File: config.mk
export PLATFORM = sky130hd
export DESIGN_NAME = branch_resolve_ctrl
export DESIGN_NICKNAME = d
export VERILOG_FILES = /design/src/rtl/branch_resolve_ctrl_pkg.sv /design/src/rtl/branch_resolve_ctrl_imm.sv /design/src/rtl/branch_resolve_ctrl.sv
export SDC_FILE = /design/constraint.sdc
export NUM_CORES = 1
export LEC_CHECK = 0
export ABC_AREA = 1
export CORE_AREA = 4 4 200 202
export CTS_CLUSTER_SIZE = 8
export DETAILED_ROUTE_END_ITERATION = 7
export DIE_AREA = 0 0 204 206
export PLACE_DENSITY = 0.65
export SETUP_SLACK_MARGIN = 0.05
export SYNTH_ARGS = -nofsm -noshare
export SYNTH_HDL_FRONTEND = slang
export SYNTH_SLANG_ARGS = --single-unit
File: constraint.sdc
create_clock -name clk -period 4.11 [get_ports clk]
set_input_delay 0.822 -clock clk [delete_from_list [all_inputs] [get_ports clk]]
set_output_delay 0.822 -clock clk [all_outputs]
set_load 0.005 [all_outputs]
File: src/rtl/branch_resolve_ctrl_pkg.sv
// Shared encodings for the branch resolve controller: ALU op codes, branch
// opcode/funct3 values, controller state and the ALU control bundle.
package branch_resolve_ctrl_pkg;

  localparam logic [1:0] OP_AND = 2'b00;
  localparam logic [1:0] OP_OR  = 2'b01;
  localparam logic [1:0] OP_ADD = 2'b10;

  localparam logic [6:0] OPC_BRANCH = 7'b1100011;
  localparam logic [2:0] F3_BEQ     = 3'b000;
  localparam logic [2:0] F3_BNE     = 3'b001;

  typedef enum logic [1:0] {IDLE, EXEC, COMMIT} state_t;

  typedef struct packed {
    logic       ainvert;
    logic       binvert;
    logic       cin;
    logic [1:0] op;
  } alu_ctrl_t;

  localparam alu_ctrl_t ALU_IDLE = '{ainvert: 1'b0, binvert: 1'b0, cin: 1'b0, op: OP_AND};
  // a + ~b + 1 == a - b
  localparam alu_ctrl_t ALU_SUB  = '{ainvert: 1'b0, binvert: 1'b1, cin: 1'b1, op: OP_ADD};

  function automatic logic is_branch(input logic [31:0] instr);
    return instr[6:0] == OPC_BRANCH;
  endfunction

endpackage

File: src/rtl/branch_resolve_ctrl_imm.sv
// SB-format immediate extractor: gathers the scattered offset bits and
// sign-extends the 13-bit byte offset to N bits.
module sb_imm_gen #(
  parameter int N = 64
) (
  input  logic [31:0]  instr,
  output logic [N-1:0] imm
);

  logic [12:0] raw;
  logic        unused_fields;

  assign raw           = {instr[31], instr[7], instr[30:25], instr[11:8], 1'b0};
  assign imm           = {{(N-13){raw[12]}}, raw};
  assign unused_fields = ^{instr[24:12], instr[6:0]};

endmodule

File: src/rtl/branch_resolve_ctrl.sv
// Resolves BEQ/BNE by driving an external combinational ALU as a subtractor
// and committing either the branch target or the sequential PC.
module branch_resolve_ctrl
  import branch_resolve_ctrl_pkg::*;
#(
  parameter int          N        = 64,
  parameter logic [N-1:0] RESET_PC = '0,
  parameter logic [N-1:0] PC_INC   = N'(4)
) (
  input  logic         clk,
  input  logic         reset,
  input  logic         instr_valid,
  output logic         instr_ready,
  input  logic [31:0]  instr,
  input  logic [N-1:0] rs1_data,
  input  logic [N-1:0] rs2_data,
  output logic [N-1:0] alu_a,
  output logic [N-1:0] alu_b,
  output logic         alu_ainvert,
  output logic         alu_binvert,
  output logic         alu_cin,
  output logic [1:0]   alu_op,
  input  logic         alu_zero,
  output logic [N-1:0] pc,
  output logic         pc_valid,
  output logic         taken
);

  state_t      state;
  alu_ctrl_t   ctrl;
  logic [31:0] instr_q;
  logic        cond_q;
  logic        cond;
  logic [N-1:0] imm;

  sb_imm_gen #(.N(N)) u_imm (
    .instr (instr_q),
    .imm   (imm)
  );

  always_comb begin
    cond = 1'b0;
    if (is_branch(instr_q)) begin
      if (instr_q[14:12] == F3_BEQ)      cond = alu_zero;
      else if (instr_q[14:12] == F3_BNE) cond = ~alu_zero;
    end
  end

  assign alu_ainvert = ctrl.ainvert;
  assign alu_binvert = ctrl.binvert;
  assign alu_cin     = ctrl.cin;
  assign alu_op      = ctrl.op;

  // alu_a/alu_b double as the latched operands: loaded on accept, held
  // through EXEC, then returned to zero.
  always_ff @(posedge clk) begin
    if (reset) begin
      state       <= IDLE;
      pc          <= RESET_PC;
      pc_valid    <= 1'b0;
      taken       <= 1'b0;
      instr_ready <= 1'b1;
      alu_a       <= '0;
      alu_b       <= '0;
      ctrl        <= ALU_IDLE;
      instr_q     <= '0;
      cond_q      <= 1'b0;
    end else begin
      pc_valid <= 1'b0;
      case (state)
        IDLE: begin
          if (instr_valid && instr_ready) begin
            instr_q     <= instr;
            alu_a       <= rs1_data;
            alu_b       <= rs2_data;
            ctrl        <= is_branch(instr) ? ALU_SUB : ALU_IDLE;
            instr_ready <= 1'b0;
            state       <= EXEC;
          end
        end
        EXEC: begin
          cond_q <= cond;
          alu_a  <= '0;
          alu_b  <= '0;
          ctrl   <= ALU_IDLE;
          state  <= COMMIT;
        end
        COMMIT: begin
          pc          <= cond_q ? pc + imm : pc + PC_INC;
          pc_valid    <= 1'b1;
          taken       <= cond_q;
          instr_ready <= 1'b1;
          state       <= IDLE;
        end
        default: begin
          instr_ready <= 1'b1;
          state       <= IDLE;
        end
      endcase
    end
  end

endmodule

==> results.ini <==
[outcome]
outcome = complete, no violations

[synthesis]
synth_seq_area_share_pct = 29.77
post_synth_num_cell_types = 48
yosys-top-cells-area = sky130_fd_sc_hd__dfxtp_1 (30%), sky130_fd_sc_hd__nand2_1 (15%), sky130_fd_sc_hd__a32o_1 (8.7%), sky130_fd_sc_hd__inv_1 (7.1%), sky130_fd_sc_hd__a21oi_1 (5.8%)
synth_area_leader_cell = sky130_fd_sc_hd__dfxtp_1
postSynthCellCount = 2256
synth_flop_cell = sky130_fd_sc_hd__dfxtp_1
synth_top_area_share_pct = 29.77
async_reset_ff_share_pct = 0
post_synth_instance_area_um2 = 14800
post_synth_edffs = 0
yosys_warnings = 0
synthesis_stage_register_bit_count = 220
syn_area_per_cell_um2 = 6.558

[flow_run]
max_cap_viol_count = 0

[worst_setup_path]
worst_path_dominant_cell_family = compound AO/OA/AOI/OAI gates
path_class = register to register
critical_path.n_buffers_inverters = 1
register_to_register_setup_slack_ns = 1.02
critPathLaunch = instr_q[31]
worst_path_most_repeated_cell = sky130_fd_sc_hd__nand2_1
critical_path_arrival_ns = 3.60
worstPathRequired_ns = 4.62
cp_max_fo = 24
worst_r2r_startpoint = instr_q[31]
cp_cell_sequence = buf_4, ha_1, a21oi_1, o21ai_0, o21bai_1, nand2_1, a21oi_1, nand2_1, nand2_1, nand3_1, a21oi_2
kind_of_start_point_of_the_critical_path = register
worst_path_max_delay_cell = sky130_fd_sc_hd__dfxtp_2
crit_path_max_incr_delay_ns = 0.66
setup.worst_path.end_class = register

[hold_path]
worstHoldPathType = register to register
hp-start = instr_q[1]

[sta]
clock_skew_ns = 0.02661
fmaxAchievable_ghz = 0.3238
final_min_period_over_clock_period_pct = 75.13
max-slew-margin-rel_pct = 15.25
hold_viol = 0
timing_worst_slew_pin_value_ns = 1.270
setup-violations-final = 0
minimum_clock_period_after_layout_ns = 3.088
fin_tns_setup_ns = 0
setup_repair_after_global_routing_missed_its_margin = no
worst_hold_slack_ns = 0.4565
final-max-slew-violation-count = 0

[detailed_routing]
remaining_drc_errors = 0
detail_route_antenna_nets = 0
vias = 16990
drtIter0Drc = 1481
drt-pass1-iter-count = 5
detail_route.vias_per_cell = 5.494
post_drt_wl_per_cell_um = 21.14
wl_um = 65380

[global_route]
grt_start_max_net_pins = 130
grt_pass1_wl_um = 97370
grt_pass1_vias = 16680
grt_antenna_before_repair = 3
grt_use_total_pct = 29.80
grt-ovfl-total = 0

[layout]
layout.filler_cells = 3810
post_route_cells_drive_above_1_share_pct = 4.162
register_cell_area_after_layout_um2 = 4407
final_net_count = 2796
multi_input_area_um2 = 8976
flow.area_growth_from_synthesis_pct = 32.24

[floorplan]
core.rowCount = 72
top_level_ports = 364
chipHeight_um = 206
die_area_um2 = 42020
start_util_pct = 38.64
coreArea_um2 = 38290
dieWidth_um = 204

[cts]
insertion_delay_of_the_later_clocked_pin_in_the_worst_skew_pair_ns = 0.58
cts_max_path_buffers = 3
post_cts_repair_setup_buffers = 0
cts_buffers = 31
cts-htree-levels = 1
clkSinkCount = 220
holdBufCountCts = 0
cts_tree = yes
cts_resized = 0
root_driver = sky130_fd_sc_hd__clkbuf_16
cts.reportedPaths.clkPinSlew_ns = 0.05

[power_and_ir_drop]
leakage_uw = 0.008212
fin_total_pwr_uw = 5916
powerDensity_nw_per_um2 = 302.4
worst_ir_drop_on_vdd_uv = 280.6

[placement]
place.gp.congestion = 1.016
port_buffers = 350
hpwl_um = 51380

==> Yosys cell counts, types with 2 or more instances <==
library cell	n
sky130_fd_sc_hd__a31oi_1	8
sky130_fd_sc_hd__nor2_1	201
sky130_fd_sc_hd__nand3_1	139
sky130_fd_sc_hd__o21ai_0	143
sky130_fd_sc_hd__nor2_2	8
sky130_fd_sc_hd__nand4_1	28
sky130_fd_sc_hd__nor3_1	38
sky130_fd_sc_hd__o21bai_1	14
sky130_fd_sc_hd__a32o_1	128
sky130_fd_sc_hd__nor3b_1	2
sky130_fd_sc_hd__a21oi_2	7
sky130_fd_sc_hd__or2_2	5
sky130_fd_sc_hd__buf_1	7
sky130_fd_sc_hd__a21oi_1	171
sky130_fd_sc_hd__nand2_1	589
sky130_fd_sc_hd__inv_2	9
sky130_fd_sc_hd__inv_1	278
sky130_fd_sc_hd__o21a_1	3
sky130_fd_sc_hd__and3_1	3
sky130_fd_sc_hd__buf_4	6
sky130_fd_sc_hd__nand2_2	7
sky130_fd_sc_hd__clkbuf_1	58
sky130_fd_sc_hd__or2_0	13
sky130_fd_sc_hd__nor4_1	4
sky130_fd_sc_hd__dfxtp_1	220
sky130_fd_sc_hd__nor3_2	11
sky130_fd_sc_hd__nand3_2	4
sky130_fd_sc_hd__o31ai_1	3
sky130_fd_sc_hd__xnor2_1	7
sky130_fd_sc_hd__buf_2	15
sky130_fd_sc_hd__nand3b_1	18
sky130_fd_sc_hd__nor2_4	3
sky130_fd_sc_hd__o21ai_1	2
sky130_fd_sc_hd__ha_1	63
sky130_fd_sc_hd__xor2_1	27
sky130_fd_sc_hd__a221oi_1	2
==> power by group <==
group | switching, uW | internal [uW] | total [uW]
Combinational | 616 | 583 | 1200
Clock | 962 | 1320 | 2280
Sequential | 148 | 2280 | 2430
==> tightest hold or removal path: cells and delay by family (launching register included) <==
kind | cells | cell delay [ns]
AO/OA/AOI/OAI | 1 | 0.06
buffers and inverters | 1 | 0.06
flip-flops | 1 | 0.29
==> cell families after synthesis <==
family | count (synthesis) | synth area share (%)
adder cells (fa/ha/maj) | 64 | 5.463
AND/OR/NAND/NOR | 1077 | 31.47
flip-flops | 220 | 29.77
buffers and inverters | 374 | 9.767
other | 1 | 0.02535
XOR/XNOR | 34 | 2.013
AO/OA/AOI/OAI | 486 | 21.50
==> metal layers <==
| layer | vias up | share of wire [%] | track usage, % |
|---|---|---|---|
| met4 | 0 | 4.4 | 12.40 |
| met5 | - | 0 | 0 |
| met3 | 132 | 9.4 | 8.206 |
| met2 | 728 | 45 | 47.67 |
| li1 | 8204 | - | - |
| met1 | 7928 | 41 | 38.07 |
==> cells in the final DEF, fill, tap and decap left out, types with 63 or more instances in the layout <==
| cell type | synthesis | final |
|---|---|---|
| sky130_fd_sc_hd__nand3_1 | 139 | 139 |
| sky130_fd_sc_hd__inv_1 | 278 | 278 |
| sky130_fd_sc_hd__o21ai_0 | 143 | 143 |
| sky130_fd_sc_hd__dfxtp_1 | 220 | 218 |
| sky130_fd_sc_hd__a21oi_1 | 171 | 171 |
| sky130_fd_sc_hd__ha_1 | 63 | 63 |
| sky130_fd_sc_hd__nor2_1 | 201 | 198 |
| sky130_fd_sc_hd__a32o_1 | 128 | 128 |
| sky130_fd_sc_hd__clkdlybuf4s50_1 | 0 | 350 |
| sky130_fd_sc_hd__nand2_1 | 589 | 589 |
==> per-stage QoR <==
stage	setup slack, ns	util (%)	cells	cell area (um2)
after floorplan	1.288	-	2258	14800
after global placement	1.111	48.99	3053	18760
after detailed placement	1.078	48.99	3053	18760
after CTS	1.120	51.08	3089	19560
after global routing	0.8110	51.09	3092	19560
final	1.022	51.10	3093	19570
==> sequential cells by signal (all words and copies together) (netlist names), 2 cells and up <==
register and count:
alu_a 64, alu_b 64, instr_q 22, pc 63, state 2
==> layout make-up <==
| cell class | count | area share [%] |
|---|---|---|
| Antenna cell | 4 | 0.05116 |
| Timing Repair Buffer | 363 | 18.60 |
| Multi-Input combinational cell | 1664 | 45.88 |
| Clock inverter | 1 | 0.04477 |
| Inverter | 288 | 5.551 |
| Clock buffer | 35 | 4.042 |
| Sequential cell | 220 | 22.52 |
| Tap cell | 518 | 3.313 |
==> path summary, 6_finish.rpt <==
kind / cells after the start / to
max reg2reg: 11 / pc[61]
min reg2reg: 2 / instr_q[1]
min: 2 / instr_q[1]
max: 11 / pc[61]
Note: power is estimated with default switching activity, not from simulation.
